===== src/rtl/bsg_manycore_axil_word_packer.sv =====
// Packs host-side AXI-Lite words into manycore fifo packets and unpacks fifo packets
// back into host words, with flush (clear) and completed-packet counters.
module bsg_manycore_axil_word_packer #(
    parameter int fifo_width_p      = 128,
    parameter int axil_data_width_p = 32,
    localparam int els_lp           = fifo_width_p / axil_data_width_p,
    localparam int lg_els_lp        = $clog2(els_lp)
) (
    input  logic                         clk_i,
    input  logic                         reset_i,
    input  logic                         clear_i,

    input  logic                         tx_v_i,
    input  logic [axil_data_width_p-1:0] tx_data_i,
    output logic                         tx_ready_o,

    output logic                         tx_fifo_v_o,
    output logic [fifo_width_p-1:0]      tx_fifo_data_o,
    input  logic                         tx_fifo_ready_i,

    input  logic                         rx_fifo_v_i,
    input  logic [fifo_width_p-1:0]      rx_fifo_data_i,
    output logic                         rx_fifo_ready_o,

    output logic                         rx_v_o,
    output logic [axil_data_width_p-1:0] rx_data_o,
    input  logic                         rx_ready_i,

    output logic [lg_els_lp-1:0]         tx_word_cnt_o,
    output logic [lg_els_lp-1:0]         rx_word_idx_o,
    output logic [31:0]                  tx_pkt_count_o,
    output logic [31:0]                  rx_pkt_count_o
);

    localparam logic [lg_els_lp-1:0] last_idx_lp = lg_els_lp'(els_lp - 1);
    localparam int asm_width_lp = fifo_width_p - axil_data_width_p;

    logic [lg_els_lp-1:0]    tx_cnt_r;
    logic [lg_els_lp-1:0]    rx_idx_r;
    logic [asm_width_lp-1:0] asm_r;
    logic [fifo_width_p-1:0] pkt_r;
    logic                    pkt_valid_r;
    logic [31:0]             tx_pkt_count_r;
    logic [31:0]             rx_pkt_count_r;

    logic flush;
    logic tx_last;
    logic tx_accept;
    logic tx_fifo_hs;
    logic rx_hs;
    logic rx_fifo_hs;

    // Reset behaves as a clear for all handshake outputs and in-flight state.
    assign flush      = clear_i | reset_i;
    assign tx_last    = (tx_cnt_r == last_idx_lp);
    assign tx_ready_o = ~flush & (~tx_last | ~pkt_valid_r | tx_fifo_ready_i);
    assign tx_accept  = tx_v_i & tx_ready_o;

    assign tx_fifo_v_o    = pkt_valid_r & ~flush;
    assign tx_fifo_data_o = pkt_r;
    assign tx_fifo_hs     = tx_fifo_v_o & tx_fifo_ready_i;

    assign rx_v_o          = rx_fifo_v_i & ~flush;
    assign rx_hs           = rx_v_o & rx_ready_i;
    assign rx_fifo_ready_o = rx_ready_i & rx_fifo_v_i & ~flush & (rx_idx_r == last_idx_lp);
    assign rx_fifo_hs      = rx_fifo_v_i & rx_fifo_ready_o;

    assign tx_word_cnt_o  = tx_cnt_r;
    assign rx_word_idx_o  = rx_idx_r;
    assign tx_pkt_count_o = tx_pkt_count_r;
    assign rx_pkt_count_o = rx_pkt_count_r;

    always_comb begin
        rx_data_o = '0;
        for (int k = 0; k < els_lp; k++) begin
            if (rx_idx_r == lg_els_lp'(k)) begin
                rx_data_o = rx_fifo_data_i[k*axil_data_width_p +: axil_data_width_p];
            end
        end
    end

    always_ff @(posedge clk_i) begin
        if (flush) begin
            tx_cnt_r    <= '0;
            pkt_valid_r <= 1'b0;
            rx_idx_r    <= '0;
        end else begin
            if (tx_accept) begin
                tx_cnt_r <= tx_last ? '0 : tx_cnt_r + 1'b1;
            end
            // A last-word accept while a packet drains keeps the flag set for the new packet.
            if (tx_accept & tx_last) begin
                pkt_valid_r <= 1'b1;
            end else if (tx_fifo_hs) begin
                pkt_valid_r <= 1'b0;
            end
            if (rx_hs) begin
                rx_idx_r <= rx_idx_r + 1'b1;
            end
        end
    end

    always_ff @(posedge clk_i) begin
        if (tx_accept) begin
            if (tx_last) begin
                pkt_r <= {tx_data_i, asm_r};
            end else begin
                for (int k = 0; k < els_lp - 1; k++) begin
                    if (tx_cnt_r == lg_els_lp'(k)) begin
                        asm_r[k*axil_data_width_p +: axil_data_width_p] <= tx_data_i;
                    end
                end
            end
        end
    end

    always_ff @(posedge clk_i) begin
        if (reset_i) begin
            tx_pkt_count_r <= '0;
            rx_pkt_count_r <= '0;
        end else begin
            if (tx_fifo_hs) begin
                tx_pkt_count_r <= tx_pkt_count_r + 32'd1;
            end
            if (rx_fifo_hs) begin
                rx_pkt_count_r <= rx_pkt_count_r + 32'd1;
            end
        end
    end

endmodule

===== config.mk =====
export PLATFORM = sky130hd
export DESIGN_NAME = bsg_manycore_axil_word_packer
export DESIGN_NICKNAME = d
export VERILOG_FILES = /design/src/rtl/bsg_manycore_axil_word_packer.sv
export SDC_FILE = /design/constraint.sdc
export NUM_CORES = 1
export LEC_CHECK = 0
export CAP_MARGIN = 40
export CORE_ASPECT_RATIO = 1.25
export CORE_MARGIN = 4
export CORE_UTILIZATION = 45
export CTS_CLUSTER_SIZE = 30
export DETAILED_ROUTE_END_ITERATION = 8
export PLACE_DENSITY = 0.84
export SLEW_MARGIN = 20
export SYNTH_ARGS = -nofsm -noshare
export SYNTH_HDL_FRONTEND = slang
export SYNTH_SLANG_ARGS = --single-unit

===== constraint.sdc =====
create_clock -name clk_i -period 15.2 [get_ports clk_i]
set_clock_uncertainty 0.1 [all_clocks]
set_input_delay 1.52 -clock clk_i [delete_from_list [all_inputs] [get_ports clk_i]]
set_output_delay 1.52 -clock clk_i [all_outputs]
set_load 0.005 [all_outputs]

* Word level (Yosys, flattened, before mapping)
Index checks and enable logic that the tools add are counted.
Word-level totals: bits in registers 293, bits of input ports 167, output and inout bits 232, logic and storage cells 50
Cells by class: add/subtract/negate cells 4, equality and inequality tests 6, muxes and demuxes 7, bitwise gates (word level) 17, reductions and logical operators 7
Operators with widths (count):
- two-way mux 32 bit | 4
- adder 32 x 1 -> 32 bit (second input constant) | 2
- AND 1 bit | 11
- AND reduction 3 bit | 3
- == test 2 bit (second input constant) | 4
- adder 2 x 1 -> 2 bit (second input constant) | 2
- == test 2 x 1 -> 1 bit (second input constant) | 2
- zero test 2 bit | 2
- NOT 1 bit | 3
- bitwise OR 1 bit | 3
- two-way mux 1 bit | 2
- two-way mux 2 bit | 1
- AND reduction 2 bit | 1
- nonzero test 2 bit | 1

* Logic depth before layout (Yosys ltp)
Gate-level depths: netlist (run 1).
depth in word-level cells 8, gate-level depth with buffers 8, mapped depth without buffers 6

* Least setup slack after synthesis (run 1)
Ideal clock, no wire load.
kind input to register, start in reset_i, end reg pkt_r[0], in the netlist tx_fifo_data_o[0] (enable), setup time 0.773 ns, data arrival time 10.637 ns, required time 14.327 ns, setup slack 3.690 ns, stages on the path 3, path buffers 1, path through or2_2 -> clkbuf_1 -> nor3_1
On the way: word-level cells in the longest chain between the ends 5
Ends and longest elaborated chain:
- start, declared | line 10 | input logic reset_i,
- bitwise OR 1 bit | line 54 | assign flush = clear_i | reset_i;
- NOT 1 bit | line 56 | assign tx_ready_o = ~flush & (~tx_last | ~pkt_valid_r | tx_fifo_ready_i);
- AND 1 bit | line 56
- AND 1 bit | line 57 | assign tx_accept = tx_v_i & tx_ready_o;
- AND reduction 2 bit (no line)
- end signal, assigned | line 106 | pkt_r <= {tx_data_i, asm_r};
- end, declared | line 41 | logic [fifo_width_p-1:0] pkt_r;
No other way between the ends. A chain may end at the register's enable or synchronous reset.

* Worst setup path after layout (run 1)
start in reset_i, end out rx_fifo_ready_o
On the way: word-level cells in the longest chain between the ends 4
Ends and longest elaborated chain:
- bitwise OR 1 bit | line 54
- NOT 1 bit | line 65 | assign rx_fifo_ready_o = rx_ready_i & rx_fifo_v_i & ~flush & (rx_idx_r == last_idx_lp);
- AND 1 bit (2 in a row) | line 65
- end, declared | line 23 | output logic rx_fifo_ready_o,
No other way between the ends.

==> metrics, run 1 <==
status complete, no violations; drt via density about 5; Worst path slowest cell clkdlybuf4s50_1; critical path class in -> out; vias in the first global route 7966; Hold Path Depth 0; R2R setup slack 12.49 ns; Remaining Overflow, GRT 0; vias 7887; Worst EP arrival 3.14 ns; Ys Warns 0; post-CTS setup buffer count 0; clk buf depth 3; most frequent cell after synthesis edfxtp_1; hold path endpoint tx_fifo_data_o[35]$_DFFE_PP_; worst path bufs/invs 4; CTS tree done; row cnt 64; Clock Latency Late Sink roughly 0.54 ns; Mean Syn Cell Area 13.6 um^2; MaxCap Viol Count 0; Synth top area share 60.1%; area delta synth->final 47.4%; CTS clk-pin slew, worst paths 0.06 ns; top cells by count, synth edfxtp_1, nand2_1, a21oi_1, dfxtp_1, nor2_1; initial antenna violation count 1; Yosys top cell by area edfxtp_1; Root Buffer clkbuf_16; fillers 1763; placed cell areas 15600 um^2; syn nets 1001; die area 27500 um^2; hold path startpoint asm_r[35]$_DFFE_PP_; fmax 210 MHz; Initial Util 45.7%; asr flop ratio synth 0%; H-Tree Depth 1; # port buffers 398; DRC violations left 0; unrepaired setup endpoints after global routing no; reg-to-reg critical path endpoint tx_fifo_data_o[119]$_DFFE_PP_; post-synthesis cell count 824; Cell variety after synth 38; VDD IR-drop max 0.0662 mV; slew margin rel. 53.4%; P_leak approximately 0.0055 uW; minimum clock period 4.76 ns; GPL Wtd Cong 0.900; Setup crit start kind input port; routed wire length 29.6 mm; Worst Path Required 13.58 ns; FF+latch count, synth 293; critical-path cell list buf_2 -> buf_4 -> and4bb_2 -> nand2_1 -> inv_1 -> clkdlybuf4s50_1; Critical Path Start reset_i; Pins Over Slew Limit 0; sequential share of the synthesized area between 70 and 80%; Worst setup EP type output port; DR iter-0 viols 326; worst-margin pin slew 0.700 ns; CP delay by family, top buffers and inverters; Num CTS Buffers 27; fraction of layout cells with a size suffix above 1 under 10%; EDFF count, synth 224; largest net degree at the start of global routing 69; max incr delay on CP about 0.5 ns; CTS sink count between 200 and 300; Final Util 67.4%; R2R depth 6; final setup fails 0; # IOs 399; CORE AREA 24500 um^2; setup TNS 0 ns; top post-synthesis cells by area edfxtp_1, dfxtp_1, a21oi_1; worst hold path class reg -> reg; RR Startpoint tx_word_cnt_o[0]$_SDFFE_PP0N_; iteration count of the initial detailed-routing pass 4; DRT antenna net count 0; All-Layer GR Usage about a fifth; synthesized area 11200 um^2; CP max FO 68; drt wl/cell 18.8 um; Die Ht 184 um; ys flop type edfxtp_1; diodes inserted 0; final hold vios 0; Die W between 100 and 150 um; hold_buf cts 0; final period utilization approximately a third; nets@finish 1398; # resized after CTS 0; dpl hpwl 21.5 mm; Pwr Density between 90 and 100 nW/um^2; global-route wire length before repair 44.4 mm; WHS 0.306 ns; final instance area 16500 um^2
==> state kept, by name (all words and copies together) (netlist names) <==
register,count
pkt_valid_r,1
rx_pkt_count_o,32
tx_pkt_count_o,32
rx_word_idx_o,2
tx_fifo_data_o,128
tx_word_cnt_o,2
asm_r,96
==> power breakdown <==
group / total, uW / internal [uW] / switching (uW) / leakage [uW]
clock: 672 / 381 / 291 / 0.000427
combinational: 99.6 / 63.4 / 36.2 / 0.00246
sequential: 862 / 861 / 1.14 / 0.00257
total: 1630 / 1310 / 328 / 0.00546
==> layout by cell type, fill, tap and decap left out, types with 23 or more instances in the layout <==
cell type and n:
dfxtp_1 69, o21ai_0 36, nand3b_1 32, nor2_1 68, xnor2_1 37, clkdlybuf4s50_1 397
edfxtp_1 224, nand3_1 23, clkbuf_16 27, a21oi_1 72, nand2_1 86
==> per-layer routing <==
layer | GRT usage, % | wire [um] | vias to the layer above
met5 | 0 | 7 | -
met4 | 7.73 | 1130 | 2
met3 | 7.82 | 3290 | 64
met2 | 35.4 | 14300 | 368
met1 | 23.8 | 10900 | 3674
li1 | - | - | 3779
==> final cells by class <==
| cell class | instances | area (um^2) | area share [%] |
|---|---|---|---|
| repair buffers | 409 | 4170 | 25.3 |
| well taps | 330 | 413 | 2.50 |
| clock inverters | 20 | 206 | 1.25 |
| flip-flops and latches | 293 | 8110 | 49.1 |
| inverters | 12 | 45.0 | 0.273 |
| multi-input cells | 478 | 2880 | 17.4 |
| clock buffers | 29 | 683 | 4.14 |
==> stage by stage <==
step	power (uW)	cells	setup slack [ns]
finish	1630	1571	10.44
global route	1690	1571	10.34
CTS	1650	1571	10.43
detailed placement	979	1522	10.45
global placement	976	1515	10.40
floorplan	905	824	3.69
==> worst max path at each step <==
stage,end,slack (ns),cells after the start
6_report,rx_fifo_ready_o,10.44,6
2_1_floorplan,tx_fifo_data_o[0]$_DFFE_PP_,3.69,3
3_3_place_gp,rx_data_o[29],10.40,6
4_1_cts,rx_fifo_ready_o,10.43,6
5_1_grt,rx_v_o,10.34,5
3_5_place_dp,rx_fifo_ready_o,10.45,6
==> logic make-up (layout without fill, tap and decap cells) <==
| group | after synthesis | after routing | share of synthesized area (%) |
|---|---|---|---|
| compound gates | 109 | 109 | 4.91 |
| xor+xnor | 59 | 59 | 4.62 |
| fa+ha+maj | 10 | 10 | 1.12 |
| buf+inv | 53 | 470 | 2.00 |
| flops | 293 | 293 | 72.4 |
| mux | 2 | 2 | 0.179 |
| simple gates | 298 | 298 | 14.8 |
Note: power is estimated with default switching activity, not from simulation.
==> inputs of run 2 (changes only) <==
Clock period 15.2 ns to 4.4 ns, I/O delays scaled along.
==> run 2 against run 1 <==
Critical endpoint is now rx_data_o[20]; largest cell class unchanged; worst setup slack worse by 9.7 ns; highest routed layer is now met4; sequential share of layout area down 0.20 points; cell count up 0.32%; count of clock-buffer cells in the layout down 1; hold slack worse by 0.094 ns; flip-flop and latch count unchanged; total power rose to 3.5 times the previous value.
==> metrics, run 2 (synthesis gave the netlist of run 1 again) <==
Pins Over Slew Limit 0 (unchanged); met3 usage 7.55% (was 7.82%); Post-Place Cells 1526 (was 1522); Root Buffer clkbuf_16 (unchanged); die area 27500 um^2 (unchanged); drt via density 5.00 (was 5.02); VDD IR-drop max 0.252 mV (was 0.0662 mV); Initial Util 45.7% (unchanged); Reg power frac 51.8% (was 52.8%); dpl hpwl 22.3 mm (was 21.5 mm); hold path endpoint rx_word_idx_o[0]$_SDFFE_PP0P_ (was tx_fifo_data_o[35]$_DFFE_PP_); Multi-input gate area 2890 um^2 (was 2880 um^2); DR iter-0 viols 389 (was 326); R2R setup slack 1.81 ns (was 12.49 ns); vias in the first global route 7975 (was 7966); reg-to-reg critical path endpoint rx_pkt_count_o[31]$_SDFFE_PP0P_ (was tx_fifo_data_o[119]$_DFFE_PP_); worst-margin pin slew 0.708 ns (was 0.700 ns); slew margin rel. 52.7% (was 53.4%); Worst path slowest cell ha_2 (was clkdlybuf4s50_1); final hold vios 0 (unchanged); setup TNS 0 ns (unchanged); placed cell areas 15600 um^2 (about the same); hold_buf cts 0 (unchanged); met1 GRT Util 24.7% (was 23.8%); Worst setup EP type output port (unchanged); hold path startpoint reset_i (was asm_r[35]$_DFFE_PP_); unrepaired setup endpoints after global routing no (unchanged); Die W 149 um (unchanged); # resized after CTS 0 (unchanged); clk buf depth 3 (unchanged); drt wl/cell 19.3 um (was 18.8 um); GR Util met2 37.3% (was 35.4%); # IOs 399 (unchanged); commonest cells after routing, fill and taps aside clkdlybuf4s50_1, edfxtp_1, nand2_1, a21oi_1, dfxtp_1 (unchanged); fmax 273 MHz; global-route wire length before repair 45.5 mm (was 44.4 mm); routed wire length 30.4 mm (was 29.6 mm); max reg flops 128 (unchanged); Power, Total 5750 uW (was 1630 uW); All-Layer GR Usage 21.3% (was 20.7%); fraction of layout cells with a size suffix above 1 7.14% (was 6.93%); Clock Latency Late Sink 0.54 ns (about the same); CP max FO 37 (was 68); largest net degree at the start of global routing 65 (was 69); fin cells 1576 (was 1571); minimum clock period 3.67 ns; Pwr Density 347 nW/um^2 (was 98.9 nW/um^2); iteration count of the initial detailed-routing pass 5 (was 4); CTS sink count 293 (unchanged); Sw Ratio 19.5% (was 20.1%); CTS clk-pin slew, worst paths 0.07 ns (was 0.06 ns); vias 7877 (was 7887); CTS tree done (unchanged); Psw 1120 uW (was 328 uW); area delta synth->final 48.0% (was 47.4%); critical-path cell list inv_1 -> ha_2 -> buf_4 -> a21oi_1 -> o21ai_0 -> clkdlybuf4s50_1 (was buf_2 -> buf_4 -> and4bb_2 -> nand2_1 -> inv_1 -> clkdlybuf4s50_1); GR peak layer met2 (unchanged); final setup fails 0 (unchanged); CORE AREA 24500 um^2 (unchanged); diodes inserted 0 (unchanged); Worst EP arrival 3.13 ns (was 3.14 ns); GPL Wtd Cong 0.890 (was 0.900); Remaining Overflow, GRT 0 (unchanged); RR Startpoint rx_word_idx_o[1]$_SDFFE_PP0P_ (was tx_word_cnt_o[0]$_SDFFE_PP0N_); Hold Path Depth 3 (was 0); MaxCap Viol Count 0 (unchanged); initial antenna violation count 0 (was 1); Pint 4620 uW (was 1310 uW); Die Ht 184 um (unchanged); max incr delay on CP 0.61 ns (was 0.50 ns); Clock power frac 42.1% (was 41.1%); Final Util 67.6% (was 67.4%); P_leak 0.00551 uW (was 0.00546 uW); post-CTS setup buffer count 0 (unchanged); fillers 1753 (was 1763); H-Tree Depth 1 (unchanged); Num CTS Buffers 27 (unchanged); Worst Path Required 3.86 ns (was 13.58 ns); final instance area 16600 um^2 (was 16500 um^2); critical path class reg -> out (was in -> out); # port buffers 398 (unchanged); commonest non-fill, non-tap cell in the layout clkdlybuf4s50_1 (unchanged); final period utilization 83.3%; R2R depth 5 (was 6); worst hold path class in -> reg (was reg -> reg); Comb power frac 6.1% (about the same); row cnt 64 (unchanged); nets@finish 1402 (was 1398); DRC violations left 0 (unchanged); DRT antenna net count 0 (unchanged); register area 8110 um^2 (unchanged); status complete, no violations (unchanged); Setup crit start kind register (was input port)
## run 2: changes by cell type in the layout (fill, tap and decap cells not counted), moves of 2 or more
| cell | previous run | this run |
|---|---|---|
| clkinvlp_2 | 2 | 0 |
| buf_4 | 4 | 8 |
| buf_16 | 3 | 1 |
| bufinv_16 | 3 | 5 |
| clkinv_1 | 5 | 7 |
## run 2: area by class of cell
cell class | count | share of cell area, %
clock buffer | 28 | 4.10
timing repair buffer | 413 | 25.2
sequential | 293 | 48.9
inverter | 12 | 0.272
multi-input combinational | 478 | 17.4
clock inverter | 22 | 1.57
tap | 330 | 2.49
## run 2: metal layers
layer	up-vias	wire length, um	share of wire (%)
met1	3686	11000	36
met2	359	15300	50
met3	48	3200	11
li1	3784	-	-
met5	-	0	0
met4	0	810	2.7
## run 2: worst max path at each step
stage                                        startpoint                     endpoint  slack [ns]  depth (start not counted)
final                     rx_word_idx_o[0]$_SDFFE_PP0P_                rx_data_o[20]        0.73                          6
after global routing      rx_word_idx_o[0]$_SDFFE_PP0P_                rx_data_o[20]        0.56                          8
after CTS                 rx_word_idx_o[0]$_SDFFE_PP0P_                rx_data_o[20]        0.78                          8
after detailed placement  rx_word_idx_o[1]$_SDFFE_PP0P_                 rx_data_o[5]        1.38                          8
after global placement    rx_word_idx_o[1]$_SDFFE_PP0P_                 rx_data_o[5]        1.42                          8
after floorplan                                 reset_i  tx_fifo_data_o[0]$_DFFE_PP_        0.02                          3
## run 2: power by group through the flow
stage          logic (uW)  clock network (uW)  registers (uW)
2_1_floorplan        88.7                   0            3040
3_3_place_gp          340                   0            3040
3_5_place_dp          346                   0            3040
4_1_cts               350                2480            2980
5_1_grt               373                2590            2980
6_report              348                2420            2980
## run 2: critical path, delay by kind of cell, from the launching register on
kind                     cells  cell delay (ns)
adder cells (fa/ha/maj)      1             0.61
AO/OA/AOI/OAI                2             0.50
buffers and inverters        3             1.13
flip-flops                   1             0.35
## run 2: metrics by stage
stage	hold slack (ns)	setup slack (ns)
2_1_floorplan	0.300	0.0244
3_3_place_gp	0.300	1.42
3_5_place_dp	0.305	1.38
4_1_cts	0.197	0.783
5_1_grt	0.234	0.561
6_report	0.212	0.733
